### src/rtl/game_pkg.sv
// rtl/game_pkg.sv - shared states and constants for the torpedo game round controller
package game_pkg;

    typedef enum logic [2:0] {
        IDLE,
        START,
        PLAYING,
        WON,
        LOST,
        ARM,
        DRAIN
    } state_t;

    localparam int   START_CYCLES = 2;
    localparam logic KEY_PRESSED  = 1'b0;

endpackage

### src/rtl/game_key_debounce.sv
// rtl/game_key_debounce.sv - key synchronizer, debouncer and one-cycle press pulse
module game_key_debounce
    import game_pkg::*;
#(
    parameter int DEBOUNCE_WIDTH = 16
) (
    input  logic clk,
    input  logic reset,
    input  logic key,
    output logic press
);

    logic                      sync1;
    logic                      sync2;
    logic                      level;
    logic                      level_prev;
    logic [DEBOUNCE_WIDTH-1:0] count;

    always_ff @(posedge clk or posedge reset) begin
        if (reset) begin
            sync1      <= ~KEY_PRESSED;
            sync2      <= ~KEY_PRESSED;
            level      <= ~KEY_PRESSED;
            level_prev <= ~KEY_PRESSED;
            count      <= '0;
            press      <= 1'b0;
        end else begin
            sync1      <= key;
            sync2      <= sync1;
            level_prev <= level;
            press      <= (level == KEY_PRESSED) && (level_prev != KEY_PRESSED);
            // level flips on the 2^DEBOUNCE_WIDTH-th consecutive differing cycle
            if (sync2 != level) begin
                if (&count) begin
                    level <= sync2;
                    count <= '0;
                end else begin
                    count <= count + 1'b1;
                end
            end else begin
                count <= '0;
            end
        end
    end

endmodule

### src/rtl/game_round_fsm.sv
// rtl/game_round_fsm.sv - round controller: launch, win/loss decision, timer handshake
// Optional hit/miss counters are built only when GAME_SCORE_EN is defined.
module game_round_fsm
    import game_pkg::*;
#(
    parameter int DEBOUNCE_WIDTH = 16,
    parameter int SCORE_WIDTH    = 8
) (
    input  logic                   clk,
    input  logic                   reset,
    input  logic                   key,
    input  logic                   strobe_to_restart,
    input  logic                   collision,
    input  logic                   target_within_screen,
    input  logic                   torpedo_within_screen,
    input  logic                   end_of_game_timer_running,
    output logic                   sprite_write,
    output logic                   end_of_game_timer_start,
    output logic                   game_won,
    output logic                   round_active,
    output logic [SCORE_WIDTH-1:0] hits,
    output logic [SCORE_WIDTH-1:0] misses
);

    localparam logic [1:0] START_LAST = 2'(START_CYCLES - 1);

    state_t     state;
    state_t     next;
    logic [1:0] start_cnt;
    logic       press;
    logic       launch;

    game_key_debounce #(
        .DEBOUNCE_WIDTH(DEBOUNCE_WIDTH)
    ) u_key (
        .clk  (clk),
        .reset(reset),
        .key  (key),
        .press(press)
    );

    always_ff @(posedge clk or posedge reset) begin
        if (reset) begin
            state     <= IDLE;
            start_cnt <= '0;
        end else begin
            state     <= next;
            start_cnt <= (state == START) ? start_cnt + 1'b1 : 2'd0;
        end
    end

    always_comb begin
        next = state;
        case (state)
            IDLE:    if (press || strobe_to_restart) next = START;
            START:   if (start_cnt == START_LAST) next = PLAYING;
            PLAYING: begin
                if (collision)                                         next = WON;
                else if (!target_within_screen || !torpedo_within_screen) next = LOST;
                else if (strobe_to_restart)                            next = LOST;
            end
            WON:     next = ARM;
            LOST:    next = ARM;
            ARM:     if (end_of_game_timer_running) next = DRAIN;
            DRAIN:   if (!end_of_game_timer_running) next = IDLE;
            default: next = IDLE;
        endcase
    end

    assign launch = (state == IDLE) && (next == START);

    always_ff @(posedge clk or posedge reset) begin
        if (reset) begin
            sprite_write            <= 1'b0;
            end_of_game_timer_start <= 1'b0;
            game_won                <= 1'b0;
            round_active            <= 1'b0;
        end else begin
            sprite_write            <= launch;
            end_of_game_timer_start <= (next == WON) || (next == LOST);
            round_active            <= (next == START) || (next == PLAYING);
            if (next == WON)       game_won <= 1'b1;
            else if (next == LOST) game_won <= 1'b0;
            else if (launch)       game_won <= 1'b0;
        end
    end

`ifdef GAME_SCORE_EN
    always_ff @(posedge clk or posedge reset) begin
        if (reset) begin
            hits   <= '0;
            misses <= '0;
        end else begin
            if (state == PLAYING && next == WON && !(&hits))    hits   <= hits + 1'b1;
            if (state == PLAYING && next == LOST && !(&misses)) misses <= misses + 1'b1;
        end
    end
`else
    assign hits   = '0;
    assign misses = '0;
`endif

endmodule

### config.mk
export PLATFORM = sky130hd
export DESIGN_NAME = game_round_fsm
export DESIGN_NICKNAME = d
export VERILOG_FILES = /design/src/rtl/game_pkg.sv /design/src/rtl/game_key_debounce.sv /design/src/rtl/game_round_fsm.sv
export SDC_FILE = /design/constraint.sdc
export NUM_CORES = 1
export LEC_CHECK = 0
export BUFFER_PORTS_ARGS = -buffer_cell sky130_fd_sc_hd__buf_2
export CORE_ASPECT_RATIO = 1.4
export CORE_MARGIN = 10
export CORE_UTILIZATION = 35
export DETAILED_ROUTE_END_ITERATION = 8
export HOLD_SLACK_MARGIN = 0.1
export MAX_ROUTING_LAYER = met4
export PLACE_DENSITY = 0.55
export SETUP_SLACK_MARGIN = 0.3
export SYNTH_ARGS = -nofsm -noshare
export SYNTH_HDL_FRONTEND = slang
export SYNTH_HIERARCHICAL = 1
export SYNTH_SLANG_ARGS = --single-unit
### constraint.sdc
create_clock -name clk -period 2.5 [get_ports clk]
set_clock_uncertainty 0.05 [all_clocks]
set_input_delay 0 -clock clk [delete_from_list [all_inputs] [get_ports clk]]
set_output_delay 0 -clock clk [all_outputs]
set_load 0.005 [all_outputs]
==> reports/summary.json <==
{
  "layout": {
    "post_layout_nonfiller_instances": 231,
    "largest_register": "u_key/count",
    "max_ffs_per_register": 16,
    "most-common-layout-cells": "sky130_fd_sc_hd__dfrtp_1 (26), sky130_fd_sc_hd__nor2_1 (22), sky130_fd_sc_hd__conb_1 (16)",
    "nNetsFinal": 180,
    "number_of_antenna_repair_diodes": 0,
    "most_frequent_standard_cell_in_the_layout_excluding_fill_and_tap_cells": "sky130_fd_sc_hd__dfrtp_1",
    "final_layout_size_suffix_gt1_frac": 0.1930,
    "areaGrowthSynthToFinish_pct": 12.19,
    "layout_top_registers": "u_key/count x16, state x3, start_cnt x2"
  },
  "global_routing": {
    "via_count_of_the_first_global_routing_pass": 1125,
    "globalRouteOverflowTotal": 0,
    "antenna_found_initial": 0,
    "grt_use_total": 0.08508,
    "wire_length_of_the_first_global_routing_pass_mm": 5.216,
    "largest_net_degree_at_the_start_of_global_routing": 22
  },
  "clock_network": {
    "clkSlewWorstSetupHoldPaths_ps": 50,
    "clk-insertion-delay-late_ps": 270,
    "tritoncts_clock_tree": "done",
    "cts_inserted_buffers": 5,
    "numClockSinks": 30,
    "cts.root.buffer_cell": "sky130_fd_sc_hd__clkbuf_8",
    "clock_path_buffers": 2,
    "htree_levels": 2,
    "postCtsResizedCells": 0,
    "ctsHoldBuffers": 8,
    "cts_setup_buffers": 0
  },
  "timing": {
    "max_slew_margin": 0.4720,
    "setup_viol": 0,
    "worst_slack_ps": 584.3,
    "least_margin_pin_slew_ps": 791.2,
    "finalCriticalPeriod_ps": 1916,
    "rsz_0062_raised_after_global_routing": "no",
    "hold_viol": 0,
    "timing_max_transition_violations_final": 0,
    "fin_setup_tns_ps": 0,
    "clock.fmax_mhz": 522.0,
    "fin_crit_sh": 0.7663
  },
  "synthesis": {
    "post_synth_inst_count": 149,
    "synth_cell_types": 40,
    "predominant_post_synthesis_flop_cell": "sky130_fd_sc_hd__dfrtp_1",
    "post_synth_edffs": 0,
    "synth.cell_area_sq_um": 1570,
    "ys_seq_area_frac": 0.4813,
    "postSynth.asyncResetShare": 1.000,
    "ys_ff_latch": 30,
    "synth.yosys.warnings": 6,
    "syn_avg_cell_area_sq_um": 10.54
  },
  "power_and_ir_drop": {
    "power_density_nw_per_um2": 723.2,
    "switching_share": 0.2977,
    "power.net_switching_uw": 379.3,
    "cellLeakagePower_uw": 0.0007860,
    "part_of_the_total_power_dissipated_in_combinational_logic": 0.223,
    "power.ir.vdd_worst_v": 0.0004192,
    "internal_power_uw": 894.8,
    "share_seq_of_total_power": 0.499,
    "p_total_uw": 1274,
    "power_frac_clock": 0.278
  },
  "die": {
    "design.portCount": 28,
    "placeableCoreArea_sq_um": 4274,
    "floorplan_die_area_sq_um": 7604,
    "initial_utilization": 0.3674,
    "rows": 28,
    "die_w_um": 76.61,
    "dieHeight_um": 99.26
  },
  "placed_design": {
    "place.port_buffers": 11,
    "preCtsSetupSlack_ps": 799.1,
    "gp_congestion": 0.8236,
    "detailed_place_hpwl_mm": 2.180,
    "placed_cells": 215
  },
  "setup_path": {
    "cp-endpoint": "game_won",
    "worstSetupPathType": "reg -> reg",
    "reg2reg_start": "state[0]",
    "worst-r2r-cell-count": 5,
    "worst-endpoint-required_ps": 2610,
    "crit_path_start_kind": "register",
    "regToRegSetupSlack_ps": 580,
    "cp.arrival_ps": 2020,
    "critPathLaunch": "state[0]",
    "worstReg2RegEnd": "game_won",
    "worst-path-max-fanout": 12,
    "endpoint_kind": "register"
  },
  "detailed_routing": {
    "via_count": 1017,
    "wirelength_mm": 2.860,
    "wl_per_cell_um": 12.38,
    "detail_route.first_pass.iterations": 4,
    "vias_per_cell": 4.403,
    "route.detailed.drc": 0,
    "detailedRoute.firstIterationViolations": 82,
    "drt.antenna.violating_nets": 0
  },
  "flow_run": {
    "max_cap_violations": 0
  },
  "outcome": {
    "result_of_the_run": "finished, final reports clean"
  },
  "hold_path": {
    "min-delay-path-class": "in -> async"
  }
}
worst min-delay path by stage:
| stage | start | end | slack, ps | cells past startpoint |
|---|---|---|---|---|
| after CTS | target_within_screen | state[1] | 190 | 4 |
| after global placement | reset | state[0] | -60 | 2 |
| after detailed placement | reset | start_cnt[0] | -50 | 2 |
| after floorplan | reset | end_of_game_timer_start | -220 | 1 |
| after global routing | reset | start_cnt[0] | 240 | 3 |
| final | reset | start_cnt[0] | 200 | 3 |
power groups by stage:
stage,Sequential [uW],Combinational [uW],Clock [uW]
after floorplan,589,296,0
after global placement,639,265,0
after detailed placement,643,267,0
after CTS,635,289,371
after global routing,647,321,401
final,635,285,354
metrics by stage:
step | util | area (sq um) | hold slack [ps]
after floorplan | - | 1627 | -222.1
after global placement | 0.3747 | 1602 | -63.39
after detailed placement | 0.3747 | 1602 | -50.73
after CTS | 0.4122 | 1762 | 191.3
after global routing | 0.4122 | 1762 | 236.5
final | 0.4122 | 1762 | 202.0
per-layer routing:
metal	track usage	wire length (um)
met1	0.08156	1121
met2	0.1509	1550
met3	0.03514	161
met4	0.03013	26
met5	-	0
cells in the mapped netlist, types with 2 or more instances:
cell | instances | area share
sky130_fd_sc_hd__nor2b_1 | 2 | 0.0080
sky130_fd_sc_hd__nand3_1 | 7 | 0.022
sky130_fd_sc_hd__xnor2_1 | 9 | 0.050
sky130_fd_sc_hd__nand2_1 | 6 | 0.014
sky130_fd_sc_hd__buf_4 | 17 | 0.081
sky130_fd_sc_hd__o21ai_0 | 5 | 0.016
sky130_fd_sc_hd__xor2_1 | 5 | 0.028
sky130_fd_sc_hd__inv_1 | 7 | 0.017
sky130_fd_sc_hd__nor3_1 | 5 | 0.016
sky130_fd_sc_hd__nor4_1 | 3 | 0.012
sky130_fd_sc_hd__dfrtp_1 | 26 | 0.41
sky130_fd_sc_hd__nand4_1 | 3 | 0.012
sky130_fd_sc_hd__buf_6 | 2 | 0.014
sky130_fd_sc_hd__ha_1 | 2 | 0.016
sky130_fd_sc_hd__nor2_1 | 22 | 0.053
sky130_fd_sc_hd__dfstp_2 | 4 | 0.067
critical path: stages, from the launching register on:
cell                            delay [ps]
sky130_fd_sc_hd__dfrtp_1               540
sky130_fd_sc_hd__nor3b_1               370
sky130_fd_sc_hd__nand2_1               100
sky130_fd_sc_hd__a22oi_1               140
sky130_fd_sc_hd__dlygate4sd3_1         570
sky130_fd_sc_hd__nor2_1                 40
kinds of logic after synthesis:
kind of cell,count (synthesis),synth area share
AND/OR/NAND/NOR,59,0.2112
flip-flops,30,0.4813
buffers and inverters,27,0.1155
XOR/XNOR,15,0.08845
AO/OA/AOI/OAI,14,0.07809
adder cells (fa/ha/maj),2,0.01593
other,1,0.002388
multiplexers,1,0.007171
layout make-up:
cell class              instances  area, sq um
flip-flops and latches         30        755.7
clock buffers                   8        80.08
inverters                       7        26.28
well taps                      60        75.07
repair buffers                 19        135.1
multi-input cells             107        689.4
fillers                       435         2512
Power figures use the tool's default switching activity.
